==> config.mk <==
export PLATFORM = sky130hd
export DESIGN_NAME = out_trans
export DESIGN_NICKNAME = d
export VERILOG_FILES = /design/src/rtl/usb_pkg.sv /design/src/rtl/resp_timer.sv /design/src/rtl/out_trans.sv
export SDC_FILE = /design/constraint.sdc
export NUM_CORES = 1
export LEC_CHECK = 0
export ABC_AREA = 1
export BUFFER_PORTS_ARGS = -buffer_cell sky130_fd_sc_hd__buf_2
export CORE_MARGIN = 2
export CORE_UTILIZATION = 40
export DETAILED_ROUTE_END_ITERATION = 12
export PLACE_DENSITY = 0.69
export RECOVER_POWER = 25
export SLEW_MARGIN = 10
export SYNTH_ARGS = -nofsm -noshare
export SYNTH_HDL_FRONTEND = slang
export SYNTH_HIERARCHICAL = 1
export SYNTH_SLANG_ARGS = --single-unit
export TNS_END_PERCENT = 5
==> constraint.sdc <==
create_clock -name clock -period 2.05 [get_ports clock]
set_input_delay 0.41 -clock clock [delete_from_list [all_inputs] [get_ports clock]]
set_output_delay 0.41 -clock clock [all_outputs]
set_load 0.005 [all_outputs]
==> src/rtl/usb_pkg.sv <==
// rtl/usb_pkg.sv - shared USB host definitions: out_trans states, retry/timeout defaults, PIDs
package usb_pkg;

    localparam int TIMEOUT_CYCLES = 255;
    localparam int MAX_RETRY      = 8;

    typedef enum logic [1:0] {
        ST_IDLE,
        ST_WAIT_SEND_OUT,
        ST_WAIT_SEND_DATA,
        ST_WAIT_RESPONSE
    } out_state_e;

    // 4-bit PID codes shared with PH_Sender and PH_Receiver
    localparam logic [3:0] PID_OUT   = 4'b0001;
    localparam logic [3:0] PID_IN    = 4'b1001;
    localparam logic [3:0] PID_SETUP = 4'b1101;
    localparam logic [3:0] PID_DATA0 = 4'b0011;
    localparam logic [3:0] PID_DATA1 = 4'b1011;
    localparam logic [3:0] PID_ACK   = 4'b0010;
    localparam logic [3:0] PID_NAK   = 4'b1010;
    localparam logic [3:0] PID_STALL = 4'b1110;

endpackage

==> src/rtl/resp_timer.sv <==
// rtl/resp_timer.sv - clearable, enabled response up-counter with terminal-count flag
module resp_timer #(
    parameter int WIDTH    = 8,
    parameter int TERMINAL = 255
) (
    input  logic clock,
    input  logic reset,
    input  logic i_clr,
    input  logic i_en,
    output logic o_term
);

    logic [WIDTH-1:0] r_count;

    always_ff @(posedge clock) begin
        if (reset || i_clr) begin
            r_count <= '0;
        end else if (i_en) begin
            r_count <= r_count + 1'b1;
        end
    end

    assign o_term = (r_count == WIDTH'(TERMINAL));

endmodule

==> src/rtl/out_trans.sv <==
// rtl/out_trans.sv - host OUT transaction engine: OUT token + DATA0, handshake wait, NAK/timeout retry
module out_trans
    import usb_pkg::*;
#(
    parameter int TIMEOUT_CYCLES_P = TIMEOUT_CYCLES,
    parameter int MAX_RETRY_P      = MAX_RETRY
) (
    input  logic        clock,
    input  logic        reset,
    input  logic        start,
    input  logic [63:0] data_in,
    output logic        sending,
    output logic        done,
    output logic        success,
    output logic        failure,
    output logic        send_OUT,
    output logic        send_DATA0,
    output logic [63:0] data_out,
    input  logic        sent,
    input  logic        rec_ACK,
    input  logic        rec_NAK,
    input  logic        rec_start
);

    localparam int TW = $clog2(TIMEOUT_CYCLES_P + 1);

    out_state_e  r_state;
    out_state_e  w_next;
    logic [63:0] r_data;
    logic [3:0]  r_nak_cnt;
    logic [3:0]  r_to_cnt;

    logic w_load;
    logic w_clr_cnt;
    logic w_nak_inc;
    logic w_to_inc;
    logic w_tmr_clr;
    logic w_tmr_en;
    logic w_tmr_term;
    logic w_nak_last;
    logic w_to_last;

    assign w_nak_last = (r_nak_cnt == 4'(MAX_RETRY_P - 1));
    assign w_to_last  = (r_to_cnt  == 4'(MAX_RETRY_P - 1));
    assign data_out   = r_data;

    resp_timer #(
        .WIDTH    (TW),
        .TERMINAL (TIMEOUT_CYCLES_P)
    ) u_resp_timer (
        .clock  (clock),
        .reset  (reset),
        .i_clr  (w_tmr_clr),
        .i_en   (w_tmr_en),
        .o_term (w_tmr_term)
    );

    always_ff @(posedge clock) begin
        if (reset) begin
            r_state   <= ST_IDLE;
            r_data    <= '0;
            r_nak_cnt <= '0;
            r_to_cnt  <= '0;
        end else begin
            r_state <= w_next;
            if (w_load) begin
                r_data <= data_in;
            end
            if (w_clr_cnt) begin
                r_nak_cnt <= '0;
                r_to_cnt  <= '0;
            end else begin
                if (w_nak_inc) r_nak_cnt <= r_nak_cnt + 4'd1;
                if (w_to_inc)  r_to_cnt  <= r_to_cnt + 4'd1;
            end
        end
    end

    always_comb begin
        w_next     = r_state;
        sending    = 1'b0;
        done       = 1'b0;
        success    = 1'b0;
        failure    = 1'b0;
        send_OUT   = 1'b0;
        send_DATA0 = 1'b0;
        w_load     = 1'b0;
        w_clr_cnt  = 1'b0;
        w_nak_inc  = 1'b0;
        w_to_inc   = 1'b0;
        w_tmr_clr  = 1'b0;
        w_tmr_en   = 1'b0;

        case (r_state)
            ST_IDLE: begin
                if (start) begin
                    send_OUT  = 1'b1;
                    w_load    = 1'b1;
                    w_clr_cnt = 1'b1;
                    w_next    = ST_WAIT_SEND_OUT;
                end
            end
            ST_WAIT_SEND_OUT: begin
                if (sent) begin
                    send_DATA0 = 1'b1;
                    w_next     = ST_WAIT_SEND_DATA;
                end else begin
                    sending = 1'b1;
                end
            end
            ST_WAIT_SEND_DATA: begin
                if (sent) begin
                    w_tmr_clr = 1'b1;
                    w_next    = ST_WAIT_RESPONSE;
                end else begin
                    sending = 1'b1;
                end
            end
            ST_WAIT_RESPONSE: begin
                // ACK outranks everything, including a coincident timeout
                if (rec_ACK) begin
                    done    = 1'b1;
                    success = 1'b1;
                    w_next  = ST_IDLE;
                end else if (rec_NAK) begin
                    if (w_nak_last) begin
                        done    = 1'b1;
                        failure = 1'b1;
                        w_next  = ST_IDLE;
                    end else begin
                        w_nak_inc = 1'b1;
                        send_OUT  = 1'b1;
                        w_next    = ST_WAIT_SEND_OUT;
                    end
                end else if (rec_start) begin
                    w_tmr_clr = 1'b1;
                end else if (w_tmr_term) begin
                    if (w_to_last) begin
                        done    = 1'b1;
                        failure = 1'b1;
                        w_next  = ST_IDLE;
                    end else begin
                        w_to_inc = 1'b1;
                        send_OUT = 1'b1;
                        w_next   = ST_WAIT_SEND_OUT;
                    end
                end else begin
                    w_tmr_en = 1'b1;
                end
            end
            default: w_next = ST_IDLE;
        endcase
    end

endmodule
# Word level (Yosys, flattened, before mapping)
# Cells that the tools add are included.
# op_classes
mux,49
reduce_logical,5
addsub,3
n_eq_ne,11
# ops
cell,count
two-way mux 1 bit,39
two-way mux 2 bit,7
adder 4 x 1 -> 4 bit (second input constant),2
adder 8 x 1 -> 8 bit (second input constant),1
== test 4 x 3 -> 1 bit (second input constant),2
== test 8 bit (second input constant),1
one-hot mux 2 bit (4 select lines),1
inequality test 2 bit (second input constant),3
AND reduction 5 bit,1
== test 2 bit (second input constant),2
inequality test 4 x 3 -> 1 bit (second input constant),1
inequality test 4 bit (second input constant),1
one-hot mux 1 bit (2 select lines),2
OR reduction 2 bit,2
== test 2 x 1 -> 1 bit (second input constant),1
logical NOT 2 bit,1
logical OR 1 bit,1
# word_totals
word_cells,73
inputBits,71
register_bits,82
output_inout_bits,70

# Longest topological paths before layout
# Gate-level depths: netlist of the first run.
# logic_depth
word_depth,7
depth_mapped,10
depth_no_buf,10

# Cells and area by module
# The synthesis of the first run kept the hierarchy.
# by_module_without_submodules
mod,instances,area_per_inst_um2,seq_area_each_um2,cells_each
out_trans,1,2889.0,1481.4,379
resp_timer,1,380.4,160.2,53

# Worst setup path before layout of the first run
# OpenSTA, ideal clock, no wires.
# synth_timing
path_kind,register to register
start,register u_resp_timer.r_count[0]
end,register u_resp_timer.r_count[6]
period_less_slack_ns,1.780
n_path_buf,0
path_slack_ns,0.270
arrival_ns,1.669
stages_incl_launch_ff,10
setup_time_ns,0.111
cell_sequence,dfxtp_1 ha_1 nand4_1 nor3_1 nor3_1 nand3_1 nor2_1 nand2_1 nand2_1 nor2_1
# synth_via
elab_chain_cells,6
# synth_rtl
item,line_no,text
start: declaration,resp_timer.sv:13,logic [WIDTH-1:0] r_count;
start signal: assignment,resp_timer.sv:19,r_count <= r_count + 1'b1;
== test 8 bit,resp_timer.sv:23,assign o_term = (r_count == WIDTH'(TERMINAL));
named net w_tmr_term,out_trans.sv:39,logic w_tmr_term;
two-way mux 1 bit,out_trans.sv:137,end else if (w_tmr_term) begin
two-way mux 1 bit,out_trans.sv:135,end else if (rec_start) begin
two-way mux 1 bit,out_trans.sv:125,end else if (rec_NAK) begin
two-way mux 1 bit,out_trans.sv:121,if (rec_ACK) begin
two-way mux 1 bit,out_trans.sv:94,case (r_state)
named net w_tmr_en,out_trans.sv:38,logic w_tmr_en;
# The timed path passes the listed nets, and every way through them passes these cells.
# A chain may end at the register's enable or synchronous reset.

# Final worst setup path of the first run
# layout_timing
start,register u_resp_timer.r_count[1]
end,output port send_OUT
# layout_via
elab_chain_cells,6
# layout_rtl
item,line_no,text
== test 8 bit,resp_timer.sv:23,
named net w_tmr_term,out_trans.sv:39,
two-way mux 1 bit,out_trans.sv:137,
two-way mux 1 bit,out_trans.sv:135,
two-way mux 1 bit,out_trans.sv:125,
two-way mux 1 bit,out_trans.sv:121,
one-hot mux 1 bit (2 select lines),out_trans.sv:94,
end: declaration,out_trans.sv:16,"output logic send_OUT,"
# The timed path passes the listed nets, and every way through them passes these cells.

==> run metrics, run 1 <==
Worst Setup End Kind=output port; Die Height=94.4 um; Post-DRT Antenna Nets=0; dominant cells by area after synthesis=dfxtp_1 (50%), nand2_1 (18%), a21oi_1 (11%); CTS clk-pin slew, worst paths=90 ps; Setup Skew=9.81 ps; final setup fails=1; CP Class=register to output port; Switching Share=34.3%; Worst setup SP type=register; synth warn=6; ANT cells=0; I/O Pins=141; total CTS buffers=9; Hold Fails Final Rpt=0; Critical Path AT=1650 ps; final worst setup slack=-14.2 ps; sequential share of power=44.2%; Max-Cap Viols=0; routability cong.=0.824; clock network fraction of total power=26.0%; RSZ-0062 raised after global routing=yes; Layout Utilization=54.7%; failing checks=negative setup slack; port bufs=140; Slowest-stage cell, CP=dfxtp_2; cell taking the most area after synthesis=dfxtp_1; leak pwr=1.94 nW; grt total ovfl=0; drc violations=0; ys async rst share=0%; critical path required time=1640 ps; number of synthesized flops with an enable pin=0; most frequent cells after synthesis=nand2_1 (157), dfxtp_1 (82), a21oi_1 (75); Worst Max-Slew Pin Slew=584 ps; HPWL after DPL=5.65 mm; Power Dens Cells=1040 nW/um^2; Internal Power=0.00292 W; post-synth cell types=25; Worst slew margin=61.1%; TritonCTS clock tree=built; Synth Cell Area=3270 sq um; DRT Pass-1 Iters=4; clock sink count=82; Layout area overhead=30.6%; largest net degree at the start of global routing=61; Logic pwr share=29.8%; number of global-route vias before repair=2997; root buf cell=clkbuf_8; max incr delay on CP=360 ps; antenna violations before repair=0; area of the die=8910 sq um; Iteration-0 DRC Markers=95; most used cell, CP=nand2_2; starting density of the core=41.9%; layout cells sized above 1=29.2%; mean area per synthesized cell=7.57 sq um; Post-Route WL=7.89 mm; Nets=650; CTS max path bufs=2; syn nets=511; worst-skew pair later-pin latency=340 ps; std cell rows=32; hold slack=303 ps; status=finished with violations; first-pass GRT wire length=12.9 mm; top cell type's share of synthesized area=50.2%; H-tree depth=3; synthesized instance count=432; Slew Viols, Final=0; crit path cell chain=ha_4 > nand4_1 > nor3_2 > nand2_2 > nor2_4 > nand2_2 > a31oi_1 > buf_2; Die W=94.4 um; Max VDD drop=0.417 mV; min-delay worst type=primary input to register; register area share after synthesis=50.2%; Wirelength per Cell=11.6 um; setup_tns=-14.2 ps; routed via count=3183; fin crit share=101%; fmax=0.484 GHz; Switch Pwr=0.00153 W; minimum clock period=2060 ps; CP max FO=3; fill count=813; GRT Util Overall=17.8%; Post-CTS Hold Fix Bufs=0; Primary FF master, synth=dfxtp_1; most frequent cell after synthesis=nand2_1; CORE AREA=7810 sq um; flops & latches, synth=82; Via density=4.69
-- registers in the layout, summed over array words and instances (netlist names) --
register / cells
data_out: 64
r_nak_cnt: 4
r_state: 2
r_to_cnt: 4
u_resp_timer/r_count: 8
-- critical path: cells and delay by family, from the launching register on --
| kind | cells | cell delay, ps |
|---|---|---|
| and+or+nand+nor | 5 | 580 |
| DFF | 1 | 360 |
| adders and majority gates | 1 | 140 |
| buffers and inverters | 1 | 130 |
| AOI/OAI and AO/OA | 1 | 120 |
-- metal layers --
| layer | wire (um) | GRT usage [%] |
|---|---|---|
| met2 | 3900 | 31.6 |
| met5 | 0 | 0 |
| met1 | 3330 | 21.1 |
| met4 | 127 | 7.97 |
| met3 | 521 | 3.19 |
-- stage by stage --
stage	cell area [sq um]	worst slack [ps]	cells	total power, W
4_1_cts	4270	-150	677	0.00453
5_1_grt	4270	-166	678	0.00480
2_1_floorplan	3270	270	432	0.00289
3_5_place_dp	4050	113	661	0.00336
6_report	4270	-14.2	678	0.00444
3_3_place_gp	4050	125	661	0.00333
-- cells in the final DEF (no fill, tap or decap), types with 2 or more instances in the layout --
cell,count
clkbuf_1,21
o21ai_0,8
inv_6,2
nand2_1,154
inv_1,22
nor2_2,2
xor2_1,4
a21oi_1,75
inv_2,4
nand3_1,9
clkinvlp_4,2
nand3_2,2
ha_1,6
nand4_1,3
buf_2,119
dfxtp_1,80
nor3_2,2
dfxtp_2,2
clkbuf_8,9
nand2_2,5
buf_4,9
nor2_1,21
nor2_4,4
-- timing repair --
item                                    CTS  global route
resized for setup                         8             5
endpoints found under the setup margin    3             3
buffers inserted                          0             1
pin swaps                                 3             6
-- cell type report --
type                            instances  area, sq um  area share [%]
Clock inverter                          7         76.3            1.79
Tap cell                              102          128            2.99
Clock buffer                            9          124            2.90
Inverter                               26         97.6            2.29
Sequential cell                        82         1640            38.5
Multi-Input combinational cell        303         1460            34.2
Timing Repair Buffer                  149          742            17.4
-- path summary, 6_finish.rpt --
check	start	to	slack, ps	cells after the start
min	data_in[25]	data_out[25]	300	3
max reg2reg	r_state[1]	data_out[47]	290	7
max	u_resp_timer/r_count[1]	send_OUT	-10	8
min reg2reg	data_out[13]	data_out[13]	460	2
-- logic make-up after synthesis --
group,count (synthesis),synth area share [%]
AOI/OAI and AO/OA,87,13.5
buffers and inverters,47,6.35
DFF,82,50.2
xor gates and xnor gates,5,1.34
adders and majority gates,8,3.06
and+or+nand+nor,203,25.5
-- power groups by stage --
stage	Combinational, W	Sequential, W	Clock, W
2_1_floorplan	0.000874	0.00202	0
3_3_place_gp	0.00135	0.00199	0
3_5_place_dp	0.00136	0.00200	0
4_1_cts	0.00136	0.00196	0.00121
5_1_grt	0.00152	0.00200	0.00128
6_report	0.00132	0.00196	0.00116
Note: power is estimated with default switching activity, not from simulation.
==> run 2: changes to the inputs <==
- CORE_UTILIZATION: 40 -> 47
- PLACE_DENSITY: 0.69 -> 0.79
- TNS_END_PERCENT: 5 -> unset
==> run 2 against run 1 <==
Effect of this change:
- the run still ends with negative setup slack left
- sequential share of layout area shrank 0.13 points
- cell area rose by 0.35%
- fmax fell by 0.37%
- hold slack gained 15 ps
- clock-buffer cell count up 3
- largest cell class unchanged
- largest power group unchanged
==> run metrics, run 2 (synthesis results as in run 1) <==
Die W=87.4 um (was 94.4 um); critical path required time=1640 ps (about the same); min-delay worst type=primary input to register (unchanged); Worst Max-Slew Pin Slew=637 ps (was 584 ps); Max-Cap Viols=0 (unchanged); dpl ws=88.9 ps (was 113 ps); fill count=609 (was 813); Iteration-0 DRC Markers=154 (was 95); CP max FO=3 (unchanged); largest net degree at the start of global routing=65 (was 61); Worst Setup End Kind=output port (unchanged); area of the die=7640 sq um (was 8910 sq um); fin crit share=101% (about the same); Post-CTS Hold Fix Bufs=0 (unchanged); fmax=0.483 GHz (was 0.484 GHz); minimum clock period=2070 ps (was 2060 ps); H-tree depth=3 (unchanged); Nets=655 (was 650); Layout area overhead=31.1% (was 30.6%); Largest register FFs=64 (unchanged); Post-DRT Antenna Nets=0 (unchanged); worst-skew pair later-pin latency=330 ps (was 340 ps); I/O Pins=141 (unchanged); Max VDD drop=0.482 mV (was 0.417 mV); Slew Viols, Final=0 (unchanged); total CTS buffers=9 (unchanged); failing checks=negative setup slack (unchanged); clock sink count=82 (unchanged); final setup fails=2 (was 1); Power Dens Cells=1030 nW/um^2 (was 1040 nW/um^2); CTS max path bufs=2 (unchanged); Wirelength per Cell=11.9 um (was 11.6 um); grt total ovfl=0 (unchanged); Non-Filler Instances=660 (was 678); Worst setup SP type=register (unchanged); most common cell after layout, fill and taps aside=nand2_1 (unchanged); TritonCTS clock tree=built (unchanged); number of global-route vias before repair=2938 (was 2997); final worst setup slack=-21.9 ps (was -14.2 ps); first-pass GRT wire length=12.5 mm (was 12.9 mm); Critical Path AT=1660 ps (was 1650 ps); CP Class=register to output port (unchanged); root buf cell=clkbuf_8 (unchanged); std cell rows=30 (was 32); Setup Skew=9.04 ps (was 9.81 ps); Via density=4.89 (was 4.69); Worst slew margin=57.6% (was 61.1%); leak pwr=1.97 nW (was 1.94 nW); starting density of the core=48.4% (was 41.9%); port bufs=140 (unchanged); DRT Pass-1 Iters=4 (unchanged); antenna violations before repair=0 (unchanged); CTS clk-pin slew, worst paths=80 ps (was 90 ps); CORE AREA=6760 sq um (was 7810 sq um); routed via count=3227 (was 3183); status=finished with violations (unchanged); RSZ-0062 raised after global routing=yes (unchanged); GRT Util Overall=20.4% (was 17.8%); HPWL after DPL=5.35 mm (was 5.65 mm); Die Height=87.4 um (was 94.4 um); layout cells sized above 1=30.2% (was 29.2%); Hold Fails Final Rpt=0 (unchanged); drc violations=0 (unchanged); Layout Utilization=63.4% (was 54.7%); commonest non-fill, non-tap cells in the layout=nand2_1 (154), buf_2 (121), dfxtp_1 (80) (was nand2_1 (154), buf_2 (119), dfxtp_1 (80)); setup_tns=-40.0 ps (was -14.2 ps); routability cong.=0.797 (was 0.824); ANT cells=0 (unchanged); Post-Route WL=7.83 mm (was 7.89 mm); Placed Instances=639 (was 661)
## run 2: per-stage QoR
| stage | instance area [sq um] | power (W) | hold slack [ps] |
|---|---|---|---|
| after floorplan | 3270 | 0.00289 | 441 |
| after global placement | 4020 | 0.00332 | 449 |
| after detailed placement | 4020 | 0.00336 | 452 |
| after CTS | 4320 | 0.00448 | 298 |
| after global routing | 4290 | 0.00473 | 310 |
| final | 4290 | 0.00441 | 318 |
## run 2: final timing paths
path | from | end | slack (ps) | cells past startpoint
worst max-delay path | u_resp_timer/r_count[1] | send_OUT | -20 | 8
worst max register to register | u_resp_timer/r_count[1] | r_state[0] | 210 | 13
worst min-delay path | data_in[46] | data_out[46] | 320 | 3
worst min register to register | data_out[32] | data_out[32] | 460 | 2
## run 2: final cells by class
type	instances	area (sq um)	share of cell area, %
well taps	80	100	2.34
clock buffers	12	145	3.39
inverters	26	103	2.39
flip-flops and latches	82	1640	38.4
multi-input cells	303	1470	34.3
clock inverters	3	40.0	0.934
repair buffers	154	782	18.2
## run 2: what timing repair did
item / CTS / global route
setup buffers: 10 / 1
hold endpoints to repair: 0 / 0
pin swaps: 5 / 11
resized for setup: 12 / 10
endpoints found under the setup margin: 3 / 9
cloned: 0 / 0
## run 2: per-layer routing
| layer | track usage (%) | share of wire, % |
|---|---|---|
| met2 | 35.1 | 49 |
| met1 | 23.7 | 43 |
| met4 | 9.93 | 1.7 |
| met3 | 4.45 | 6.3 |
| met5 | 0 | 0 |
## run 2: worst max-delay path, stage by stage (launching register included)
cell     delay [ps]
dfxtp_2         370
ha_4            140
nand4_1          90
nor3_2          200
nand2_2         120
nor2_4          110
nand2_2          60
a31oi_1         120
buf_2           130
## run 2: report_power, final
group,internal [W],switching (W)
combinational,0.000513,0.000828
sequential,0.00184,0.000128
clock,0.000588,0.000519
==> run 3: changes to the inputs <==
- CORE_UTILIZATION: 47 -> 49
- CTS_BUF_LIST: unset -> sky130_fd_sc_hd__clkbuf_4 sky130_fd_sc_hd__clkbuf_8
- PLACE_DENSITY: 0.79 -> 0.82
==> run 3 against run 2 <==
Effect of this change:
- the run still ends with negative setup slack left
- clock skew fell by 2.2 ps
- highest routed layer unchanged
- largest cell class unchanged
- fmax fell by 1.6%
- critical endpoint unchanged
- via count fell by 0.87%
==> run metrics, run 3 (synthesis results as in run 1) <==
Wirelength per Cell=12.1 um (was 11.9 um); Max-Cap Viols=0 (unchanged); min-delay worst type=primary input to register (unchanged); fmax=0.475 GHz (was 0.483 GHz); Post-Route WL=7.92 mm (was 7.83 mm); Worst Setup End Kind=output port (unchanged); critical path required time=1640 ps (about the same); Internal Power=0.00296 W (was 0.00294 W); commonest non-fill, non-tap cells in the layout=nand2_1 (154), buf_2 (126), dfxtp_1 (80) (was nand2_1 (154), buf_2 (121), dfxtp_1 (80)); I/O Pins=141 (unchanged); final worst setup slack=-56.6 ps (was -21.9 ps); Slew Viols, Final=0 (unchanged); Power Dens Cells=1040 nW/um^2 (was 1030 nW/um^2); Switching Share=33.7% (was 33.4%); Die Height=85.7 um (was 87.4 um); H-tree depth=3 (unchanged); CP Class=register to output port (unchanged); HPWL after DPL=5.64 mm (was 5.35 mm); CP max FO=2 (was 3); failing checks=negative setup slack (unchanged); Nets=654 (was 655); routed via count=3199 (was 3227); Worst slew margin=68.5% (was 57.6%); Max VDD drop=0.654 mV (was 0.482 mV); Switch Pwr=0.00150 W (was 0.00148 W); sequential share of power=44.1% (was 44.5%); Non-Filler Instances=657 (was 660); worst-skew pair later-pin latency=330 ps (about the same); ANT cells=0 (unchanged); RSZ-0062 raised after global routing=yes (unchanged); Worst setup SP type=register (unchanged); Logic pwr share=30.7% (was 30.4%); Iteration-0 DRC Markers=123 (was 154); Via density=4.87 (was 4.89); Worst Max-Slew Pin Slew=471 ps (was 637 ps); leak pwr=2.02 nW (was 1.97 nW); status=finished with violations (unchanged); root buf cell=clkbuf_8 (unchanged); Largest register FFs=64 (unchanged); final setup fails=2 (unchanged); setup_tns=-80.3 ps (was -40.0 ps); Post-DRT Antenna Nets=0 (unchanged); GRT Util Overall=21.4% (was 20.4%); drc violations=0 (unchanged); Critical Path AT=1700 ps (was 1660 ps); routability cong.=0.842 (was 0.797); number of global-route vias before repair=3082 (was 2938); minimum clock period=2110 ps (was 2070 ps); CTS max path bufs=2 (unchanged); clock network fraction of total power=25.2% (was 25.1%); Setup Skew=6.84 ps (was 9.04 ps); port bufs=140 (unchanged); first-pass GRT wire length=12.8 mm (was 12.5 mm); grt total ovfl=0 (unchanged); antenna violations before repair=0 (unchanged); hold slack=311 ps (was 318 ps); Hold Fails Final Rpt=0 (unchanged); total CTS buffers=9 (unchanged); Final Power=0.00446 W (was 0.00441 W); area of the die=7340 sq um (was 7640 sq um); largest net degree at the start of global routing=46 (was 65); most common cell after layout, fill and taps aside=nand2_1 (unchanged); std cell rows=29 (was 30); fill count=574 (was 609); DRT Pass-1 Iters=4 (unchanged); Multi-input gate area=1460 sq um (was 1470 sq um); Layout area overhead=31.2% (was 31.1%); starting density of the core=51.2% (was 48.4%); FF/Latch Area=1650 sq um (was 1640 sq um); Placed Instances=636 (was 639); CORE AREA=6390 sq um (was 6760 sq um); clock sink count=82 (unchanged); TritonCTS clock tree=built (unchanged); fin crit share=103% (was 101%); CTS clk-pin slew, worst paths=80 ps (about the same); layout cells sized above 1=30.7% (was 30.2%); Die W=85.7 um (was 87.4 um)
## run 3: changes by cell type in the layout (fill, tap and decap cells not counted), moves of 2 or more
cell | before | now
inv_4 | 2 | 0
buf_2 | 121 | 126
clkbuf_4 | 0 | 2
o21ai_0 | 6 | 8
buf_4 | 14 | 12
clkinvlp_4 | 0 | 2
clkbuf_1 | 21 | 13
## run 3: final timing paths
check,slack [ps],end,depth (start not counted),from
worst max-delay path,-60,send_OUT,8,u_resp_timer/r_count[1]
worst min-delay path,310,data_out[1],3,data_in[1]
worst max register to register,250,u_resp_timer/r_count[6],11,u_resp_timer/r_count[1]
worst min register to register,460,data_out[63],2,data_out[63]
## run 3: critical path: stages, from the launching register on
cell     delay, ps
dfxtp_4        360
ha_4           130
nand4_1        150
nor3_4         190
nand2_2        100
nor2_4         110
nand2_2         60
a31oi_1        150
buf_2          130
## run 3: power groups by stage
stage	Sequential [W]	Clock [W]	Combinational [W]
CTS	0.00196	0.00116	0.00140
floorplan	0.00202	0	0.000874
global placement	0.00198	0	0.00135
global route	0.00199	0.00122	0.00156
finish	0.00196	0.00112	0.00137
detailed placement	0.00200	0	0.00140
## run 3: area by class of cell
cell class	count	area share, %
Inverter	26	2.27
Multi-Input combinational cell	303	34.1
Timing Repair Buffer	153	18.5
Clock inverter	5	1.28
Clock buffer	11	3.24
Tap cell	77	2.25
Sequential cell	82	38.4
## run 3: stage by stage
step / setup WS (ps) / utilization, % / area [sq um]
after floorplan: 270 / - / 3270
after global placement: 134 / 63.1 / 4030
after detailed placement: 75.5 / 63.1 / 4030
after CTS: -137 / 67.0 / 4280
after global routing: -166 / 67.2 / 4290
final: -56.6 / 67.2 / 4290
## run 3: routing by layer
layer / up-vias / routed length, um / global-route usage, %
li1: 1657 / - / -
met1: 1435 / 3310 / 24.3
met2: 93 / 4010 / 38.2
met3: 14 / 430 / 4.33
met4: 0 / 166 / 10.2
met5: - / 0 / 0
## run 3: timing repair
action                                  4_1_cts  5_1_grt
endpoints found under the setup margin        3        3
hold buffers                                  0        0
pin swaps                                     3        9
resized for setup                             8        6
buffers inserted                              4        1
